File: config.mk
export PLATFORM = sky130hd
export DESIGN_NAME = mw93_eeprom_responder
export DESIGN_NICKNAME = d
export VERILOG_FILES = /design/src/rtl/mw93_eeprom_responder.sv
export SDC_FILE = /design/constraint.sdc
export NUM_CORES = 2
export LEC_CHECK = 0
export CORE_ASPECT_RATIO = 1.4
export CORE_MARGIN = 3
export CORE_UTILIZATION = 50
export CTS_CLUSTER_SIZE = 14
export DETAILED_ROUTE_END_ITERATION = 16
export GPL_TIMING_DRIVEN = 0
export PLACE_DENSITY = 0.65
export SLEW_MARGIN = 10
export SYNTH_ARGS = -nofsm -noshare
export SYNTH_HDL_FRONTEND = slang
export SYNTH_SLANG_ARGS = --single-unit
File: constraint.sdc
create_clock -name clk -period 5.55 [get_ports clk]
set_input_delay 1.11 -clock clk [delete_from_list [all_inputs] [get_ports clk]]
set_output_delay 1.11 -clock clk [all_outputs]
set_load 0.005 [all_outputs]
File: src/rtl/mw93_eeprom_responder.sv
// mw93_eeprom_responder: Microwire 93xx (x16) EEPROM device-side responder.
module mw93_eeprom_responder #(
  parameter int ADDR_W      = 6,
  parameter int DATA_W      = 16,
  parameter int PROG_CYCLES = 1000,
  parameter int SYNC_STAGES = 2
) (
  input  logic clk,
  input  logic rst_n,
  input  logic cs_i,
  input  logic sk_i,
  input  logic di_i,
  output logic do_o,
  output logic do_oe,
  output logic busy_o,
  output logic wen_o
);
  localparam int CW = $clog2(DATA_W + ADDR_W);
  localparam int PW = $clog2(PROG_CYCLES + 1);
  typedef enum logic [2:0] {IDLE, OPC, ADDR, READ, WDATA, WAITCS, PROG} state_t;
  state_t state;
  logic [SYNC_STAGES-1:0] cs_sy, sk_sy, di_sy;
  logic cs_q, sk_q, cs_s, sk_s, di_s, sk_rise, cs_fall, start;
  logic [CW-1:0] cnt;
  logic [PW-1:0] prog_cnt;
  logic [1:0] opc;
  logic [ADDR_W-1:0] addr, a_next, sweep_a, mem_wa;
  logic [DATA_W-1:0] shreg, mem_wd;
  logic [DATA_W-1:0] mem [2**ADDR_W];
  logic wen, busy, ready, data_ok, sweep;
  logic ones, wr_all, exec_now, mem_we;
  logic [1:0] top, addr_top;
  assign cs_s     = cs_sy[SYNC_STAGES-1];
  assign sk_s     = sk_sy[SYNC_STAGES-1];
  assign di_s     = di_sy[SYNC_STAGES-1];
  assign sk_rise  = sk_s & ~sk_q;
  assign cs_fall  = cs_q & ~cs_s;
  assign start    = sk_rise & cs_s & di_s;
  assign a_next   = {addr[ADDR_W-2:0], di_s};
  assign top      = a_next[ADDR_W-1 -: 2];
  assign addr_top = addr[ADDR_W-1 -: 2];
  assign wr_all   = opc == 2'b00;
  assign ones     = opc == 2'b11 || (wr_all && addr_top == 2'b10);
  // EWEN/EWDS never set data_ok and are not "ones" ops, so they never program
  assign exec_now = state == WAITCS && cs_fall && wen && (ones || data_ok);
  assign mem_we   = (exec_now && !wr_all) || (state == PROG && sweep);
  assign mem_wa   = state == PROG ? sweep_a : addr;
  assign mem_wd   = ones ? '1 : shreg;
  assign busy_o   = busy;
  assign wen_o    = wen;
  always_ff @(posedge clk)
    if (mem_we) mem[mem_wa] <= mem_wd;
  always_ff @(posedge clk or negedge rst_n) begin
    if (!rst_n) begin
      state    <= IDLE;
      cs_sy    <= '0;
      sk_sy    <= '0;
      di_sy    <= '0;
      cs_q     <= 1'b0;
      sk_q     <= 1'b0;
      cnt      <= '0;
      prog_cnt <= '0;
      opc      <= '0;
      addr     <= '0;
      shreg    <= '0;
      sweep_a  <= '0;
      sweep    <= 1'b0;
      wen      <= 1'b0;
      busy     <= 1'b0;
      ready    <= 1'b0;
      data_ok  <= 1'b0;
      do_o     <= 1'b0;
      do_oe    <= 1'b0;
    end else begin
      cs_sy <= {cs_sy[SYNC_STAGES-2:0], cs_i};
      sk_sy <= {sk_sy[SYNC_STAGES-2:0], sk_i};
      di_sy <= {di_sy[SYNC_STAGES-2:0], di_i};
      cs_q  <= cs_s;
      sk_q  <= sk_s;
      if (cs_fall && state != PROG) begin
        state    <= exec_now ? PROG : IDLE;
        busy     <= exec_now;
        sweep    <= exec_now && wr_all;
        sweep_a  <= '0;
        prog_cnt <= '0;
        cnt      <= '0;
        ready    <= 1'b0;
        do_oe    <= 1'b0;
        do_o     <= 1'b0;
      end else begin
        case (state)
          IDLE: begin
            do_oe <= ready & cs_s & ~start;
            do_o  <= ready & cs_s & ~start;
            if (start) begin
              state   <= OPC;
              ready   <= 1'b0;
              cnt     <= '0;
              data_ok <= 1'b0;
            end
          end
          OPC: if (sk_rise) begin
            opc   <= {opc[0], di_s};
            cnt   <= cnt == CW'(1) ? '0 : cnt + CW'(1);
            state <= cnt == CW'(1) ? ADDR : OPC;
          end
          ADDR: if (sk_rise) begin
            addr <= a_next;
            cnt  <= cnt + CW'(1);
            if (cnt == CW'(ADDR_W - 1)) begin
              cnt   <= '0;
              state <= opc == 2'b10 ? READ :
                       (opc == 2'b01 || (wr_all && top == 2'b01)) ? WDATA : WAITCS;
              do_oe <= opc == 2'b10;
              do_o  <= 1'b0;
              shreg <= mem[a_next];
              wen   <= (wr_all && top == 2'b11) ? 1'b1 : (wr_all && top == 2'b00) ? 1'b0 : wen;
            end
          end
          READ: if (sk_rise) begin
            do_o  <= shreg[DATA_W-1];
            shreg <= {shreg[DATA_W-2:0], 1'b0};
            cnt   <= cnt + CW'(1);
            if (cnt == CW'(DATA_W - 1)) begin
              cnt   <= '0;
              addr  <= addr + ADDR_W'(1);
              shreg <= mem[addr + ADDR_W'(1)];
            end
          end
          WDATA: if (sk_rise) begin
            shreg <= {shreg[DATA_W-2:0], di_s};
            cnt   <= cnt + CW'(1);
            if (cnt == CW'(DATA_W - 1)) begin
              cnt     <= '0;
              data_ok <= 1'b1;
              state   <= WAITCS;
            end
          end
          WAITCS: ;
          PROG: begin
            do_oe    <= cs_s;
            do_o     <= 1'b0;
            prog_cnt <= prog_cnt + PW'(1);
            sweep_a  <= sweep_a + ADDR_W'(1);
            if (&sweep_a) sweep <= 1'b0;
            if (prog_cnt == PW'(PROG_CYCLES - 1)) begin
              busy  <= 1'b0;
              ready <= 1'b1;
              state <= IDLE;
            end
          end
          default: state <= IDLE;
        endcase
      end
    end
  end
endmodule
======== Yosys cells after proc, flatten, opt, wreduce, memory -nomap -nowiden ========
Memory sizes are Yosys's and may differ from the RTL's.
Cells that the tools add are included.
storage, ports and cells
  word-level logic and storage cells ...... 177
  output and inout bits ................... 4
  register bits ........................... 63
  memory bits (writable) .................. 1024
  bits of input ports ..................... 5
  memories ................................ 1
memories
  memory  depth  width  read ports  clocked after Yosys merged registers in  write ports  line  text
  mem     64     16     2           0                                        1            29    logic [DATA_W-1:0] mem [2**ADDR_W];
operators by class
  bitwise logic cells ..................... 10
  $add $sub $neg .......................... 4
  muxes and demuxes ....................... 64
  equality and inequality tests ........... 34
  reductions and logical operators ........ 45
operator list
  kind                                           count
  two-way mux 16 bit                             6
  one-hot mux 16 bit (3 select lines)            1
  two-way mux 5 bit                              8
  two-way mux 6 bit                              6
  two-way mux 3 bit                              10
  != test 3 bit, second input constant           8
  two-way mux 1 bit                              23
  two-way mux 10 bit                             2
  one-hot mux 5 bit (4 select lines)             1
  AND reduction 5 bit                            4
  one-hot mux 3 bit (6 select lines)             1
  != test 2 bit, second input constant           7
  adder 6 x 1 -> 6 bit, second input constant    2
  one-hot mux 6 bit (2 select lines)             1
  AND reduction 6 bit                            2
  nonzero test 2 bit                             6
  logical AND 1 bit                              11
  adder 10 x 1 -> 10 bit, second input constant  1
  equality test 10 bit, second input constant    1
  nonzero test 5 bit                             2
  equality test 3 bit, second input constant     3
  AND reduction 3 bit                            3
  equality test 2 bit, second input constant     4
  AND reduction 8 bit                            1
  24 further kinds                               43

======== Logic depth before layout (Yosys ltp) ========
  word-level depth ........................ 9
  depth in mapped cells ................... 11
  mapped depth without buffers ............ 9

======== Least setup slack after synthesis ========
No wires, ideal clock.
  path type ............................... register to register
  from .................................... register opc[0]
  to ...................................... memory mem[52][0], enable pin
  library setup time ...................... 0.413 ns
  data required time ...................... 5.137 ns
  clock period less this slack ............ 3.367 ns
  buffers on the path ..................... 1
  arrival ................................. 2.954 ns
  path slack .............................. 2.183 ns
  cell stages (with the launch flop) ...... 8
  cells stage by stage .................... dfrtp_1 > clkbuf_2 > nor4b_4 > nor3_1 > or3_1 > o21ai_2 > o21ai_0 > nor3b_1
between the ends
  word-level cells in the longest chain between the ends .. 9
  elaborated cells between the ends (all ways) .. 11
  those cells by class .................... 1 x eq/ne; 2 x mux; 8 x reduce/logical
RTL lines
  item                                         line  text
  start: declaration                           26    logic [1:0] opc;
  start signal: assignment                     103   opc <= {opc[0], di_s};
  zero test 2 bit                              42    assign wr_all = opc == 2'b00;
  logical AND 1 bit                            43    assign ones = opc == 2'b11 || (wr_all && addr_top == 2'b10);
  logical OR 1 bit                             43
  logical OR 1 bit                             45    assign exec_now = state == WAITCS && cs_fall && wen && (ones || data_ok);
  logical AND 1 bit                            45
  logical AND 1 bit (*)                        46    assign mem_we = (exec_now && !wr_all) || (state == PROG && sweep);
  logical OR 1 bit (*)                         46
  two-way mux 1 bit (*)                        52    if (mem_we) mem[mem_wa] <= mem_wd;
  two-way mux 1 bit (not written as such) (*)  52
  end: declaration                             29
Every way passes the cells marked *; elsewhere a longest branch is shown, timed or not.

======== Worst setup path in the final report ========
  from .................................... register addr[1]
  to ...................................... memory mem[11][4], enable pin
between the ends
  word-level cells in the longest chain between the ends .. 1
RTL lines
  item                      line  text
  start: declaration        27    logic [ADDR_W-1:0] addr, a_next, sweep_a, mem_wa;
  start signal: assignment  108   addr <= a_next;
  start signal: assignment  126   addr <= addr + ADDR_W'(1);
  two-way mux 6 bit         47    assign mem_wa = state == PROG ? sweep_a : addr;
No other way between the ends.

==> results.ini <==
[sta]
drv_slew=0
hold_slack_ns=0.287
finalClockSkew_ns=0.0398
max_freq_mhz=192
finalCritPeriodShare_pct=94.0
period_minus_slack_ns=5.22
rsz0062_at_grt=false
slew_headroom_pct=3.78
hold_viol=0
setup_viol=0
tightest_slew_ns=1.41

[cells_and_area]
multiInputGateArea_um2=18600
fin_util_pct=57.2
register_area_um2=32300
design_area_um2=58900
fillers=7976
fin_cells=4758
drive_gt1_share_pct=26.7
nNetsFinal=3323
area_growth_pct=13.3

[setup_path]
cp-startpoint=addr[1]
critPathKind=reg -> reg
rr_worst_depth=9
rr_startpoint=addr[1]
end_kind=register
critPathMaxFanout=12
endpoint=mem[11][4]
crit_required_ns=6.01
slowest_delay_ns=1.01
path_cells=buf_4, buf_2, buf_2, buf_1, nand2_1, o21ai_1, nand2_1, nor2_2, buf_8
critPathLaunchType=register
reg2reg_slack_ns=0.33
arrival_ns=5.68
rr_endpoint=mem[11][4]
slowest_stage=buf_1

[detailed_routing]
wl_um=253000
dr.first_iter.drc_count=6787
wl_met1_um=78900
wl_met2_um=108000
top_layer=met5
post_drt_wl_per_cell_um=53.2
ant_nets=0
vias=37300
drtPass1Iterations=7
wl_met3_um=36200
drc=0
via_per_inst=7.83

[synth]
synth.cell_area_um2=52000
ys_ff_latch=1087
synth_cell_type_count=85
synth_cells=3134
async_flop_share_pct=5.80
syn_nets=3146
ys_warn_count=0
syn_avg_cell_area_um2=16.6
seq_area_frac_synth_pct=62.2
synthFlopType=edfxtp_1
synth_edf_count=1024

[placed_design]
io_buffers=8
placed_cells=4539
dp_hpwl_um=180000
place_congestion=1.10
place_area_um2=55300

[power_and_ir_drop]
vdd_drop_max_mv=0.494
p_leak_nw=18.9
power.density_nw_per_um2=645

[worst_hold_path]
hp-class=in -> async

[floorplan]
core_um2=103000
start_util_pct=50.5
rows=139
dieHeight_um=388
dieArea_um2=108000
die_width_um=279
io_pins=9

[cts]
clkTransAtPathRegs_ns=0.06
cts_hold_repair.buffers=0
cts_tree=yes
post_cts_buffers=0
cts_buffers=108
cts_sinks=1087
h-tree-depth=3
root_buffer=clkbuf_16
clk_path_buf_depth=3
cts.repair.resized=0
clk_latency_ns=0.79

[global_routing]
grt_max_degree=65
grt.total_usage_pct=46.8
grt_pass1_wl_um=329000
antenna_found_initial=26
grt_pass1_vias=35600
grt_overflow_total=0

[outcome]
run_status=finished, final reports clean

[run]
maxCapViolCount=0

-- routing by layer --
| layer | GRT usage [%] | vias to the layer above |
|---|---|---|
| met2 | 67.7 | 3764 |
| li1 | - | 13300 |
| met5 | 0.0450 | - |
| met4 | 42.0 | 10 |
| met3 | 18.1 | 1112 |
| met1 | 54.0 | 19000 |
-- synth_stat cells, drive strengths merged (10+ instances only) --
library cell,n,area (um^2)
o21ai,85,429
mux2i,252,2520
nand2b,17,106
nand4,38,238
a221o,10,100
edfxtp,1024,30700
mux4,411,9290
nand2,307,1160
a32oi,20,175
a22oi,49,368
a221oi,66,584
dfrtp,63,1580
clkbuf,56,235
o211ai,20,150
a21oi,35,175
buf,179,1230
nor3,25,140
nor2,127,479
or3,22,138
nand3,140,701
a31oi,30,188
o22ai,19,138
inv,13,48.8
-- area by class of cell --
cell class	instances	area share [%]
flip-flops and latches	1087	54.9
multi-input cells	1797	31.5
clock buffers	128	4.77
well taps	1339	2.84
plain buffers	236	2.52
repair buffers	67	1.98
clock inverters	73	1.34
inverters	14	0.0892
diodes	17	0.0722
-- worst min-delay path by stage --
stage | start | to | slack [ns] | cells past startpoint
after global routing | rst_n | state[2] | 0.34 | 1
after detailed placement | cs_sy[0] | cs_sy[1] | 0.34 | 0
after global placement | cs_sy[0] | cs_sy[1] | 0.35 | 0
after CTS | rst_n | data_ok | 0.33 | 1
after floorplan | cs_sy[0] | cs_sy[1] | 0.33 | 0
final | rst_n | wen_o | 0.29 | 1
-- registers in the layout (all words and copies together) (netlist names) --
register	cells
state	3
cnt	5
cs_sy	2
do_oe	1
prog_cnt	10
di_sy	2
busy_o	1
sk_sy	2
sk_q	1
data_ok	1
cs_q	1
sweep	1
ready	1
mem	1024
wen_o	1
shreg	16
opc	2
addr	6
sweep_a	6
do_o	1
-- cells by family (layout without fill, tap and decap cells) --
group | count (synthesis) | after routing | synth area share (%)
flops | 1087 | 1087 | 62.2
simple gates | 722 | 722 | 6.35
mux | 667 | 667 | 22.8
compound gates | 398 | 398 | 5.52
buf+inv | 250 | 518 | 2.94
fa+ha+maj | 7 | 7 | 0.168
xor+xnor | 3 | 3 | 0.0505
other cells | 0 | 17 | 0
-- per-stage QoR --
step / power, mW / TNS, ns / worst slack (ns)
after floorplan: 20.3 / 0 / 2.18
after global placement: 29.0 / -133.70 / -1.32
after detailed placement: 29.4 / 0 / 0.725
after CTS: 36.8 / 0 / 0.699
after global routing: 37.9 / 0 / 0.484
final: 38.0 / 0 / 0.332
-- worst max-delay path, delay by kind of cell, from the launching register on --
| kind | cells | cell delay, ns |
|---|---|---|
| compound gates | 1 | 0.34 |
| buf+inv | 5 | 2.38 |
| flops | 1 | 0.40 |
| simple gates | 3 | 1.74 |
-- power by group --
group          switching [mW]  internal [mW]  total, mW  leakage (nW)
Sequential              0.178           10.4       10.6          9.95
Clock                    3.44           4.19       7.63          1.73
Combinational            14.1           5.65       19.8          7.25
Total                    17.7           20.3       38.0          18.9
-- cells in the final DEF (no fill, tap or decap), types with 10 or more instances in the layout --
| cell type | instances |
|---|---|
| a31oi_1 | 30 |
| o22ai_1 | 16 |
| buf_8 | 13 |
| nand2_1 | 302 |
| a21oi_1 | 34 |
| buf_16 | 15 |
| or3_2 | 14 |
| nor3_1 | 18 |
| buf_12 | 20 |
| nand2b_1 | 17 |
| buf_4 | 50 |
| clkinv_1 | 30 |
| clkbuf_1 | 64 |
| a22oi_1 | 49 |
| buf_2 | 93 |
| edfxtp_1 | 1024 |
| a221o_1 | 10 |
| nor2_1 | 68 |
| mux4_2 | 402 |
| clkinv_2 | 16 |
| nor2_2 | 13 |
| buf_6 | 40 |
| mux2i_1 | 252 |
| o21ai_0 | 81 |
| a32oi_1 | 20 |
| clkbuf_16 | 109 |
| nand4_1 | 38 |
| nand3_1 | 140 |
| bufinv_16 | 12 |
| diode_2 | 17 |
| nor2_4 | 46 |
| dfrtp_1 | 63 |
| o211ai_1 | 20 |
| inv_1 | 13 |
| a221oi_1 | 65 |
(Power assumes the default switching activity.)
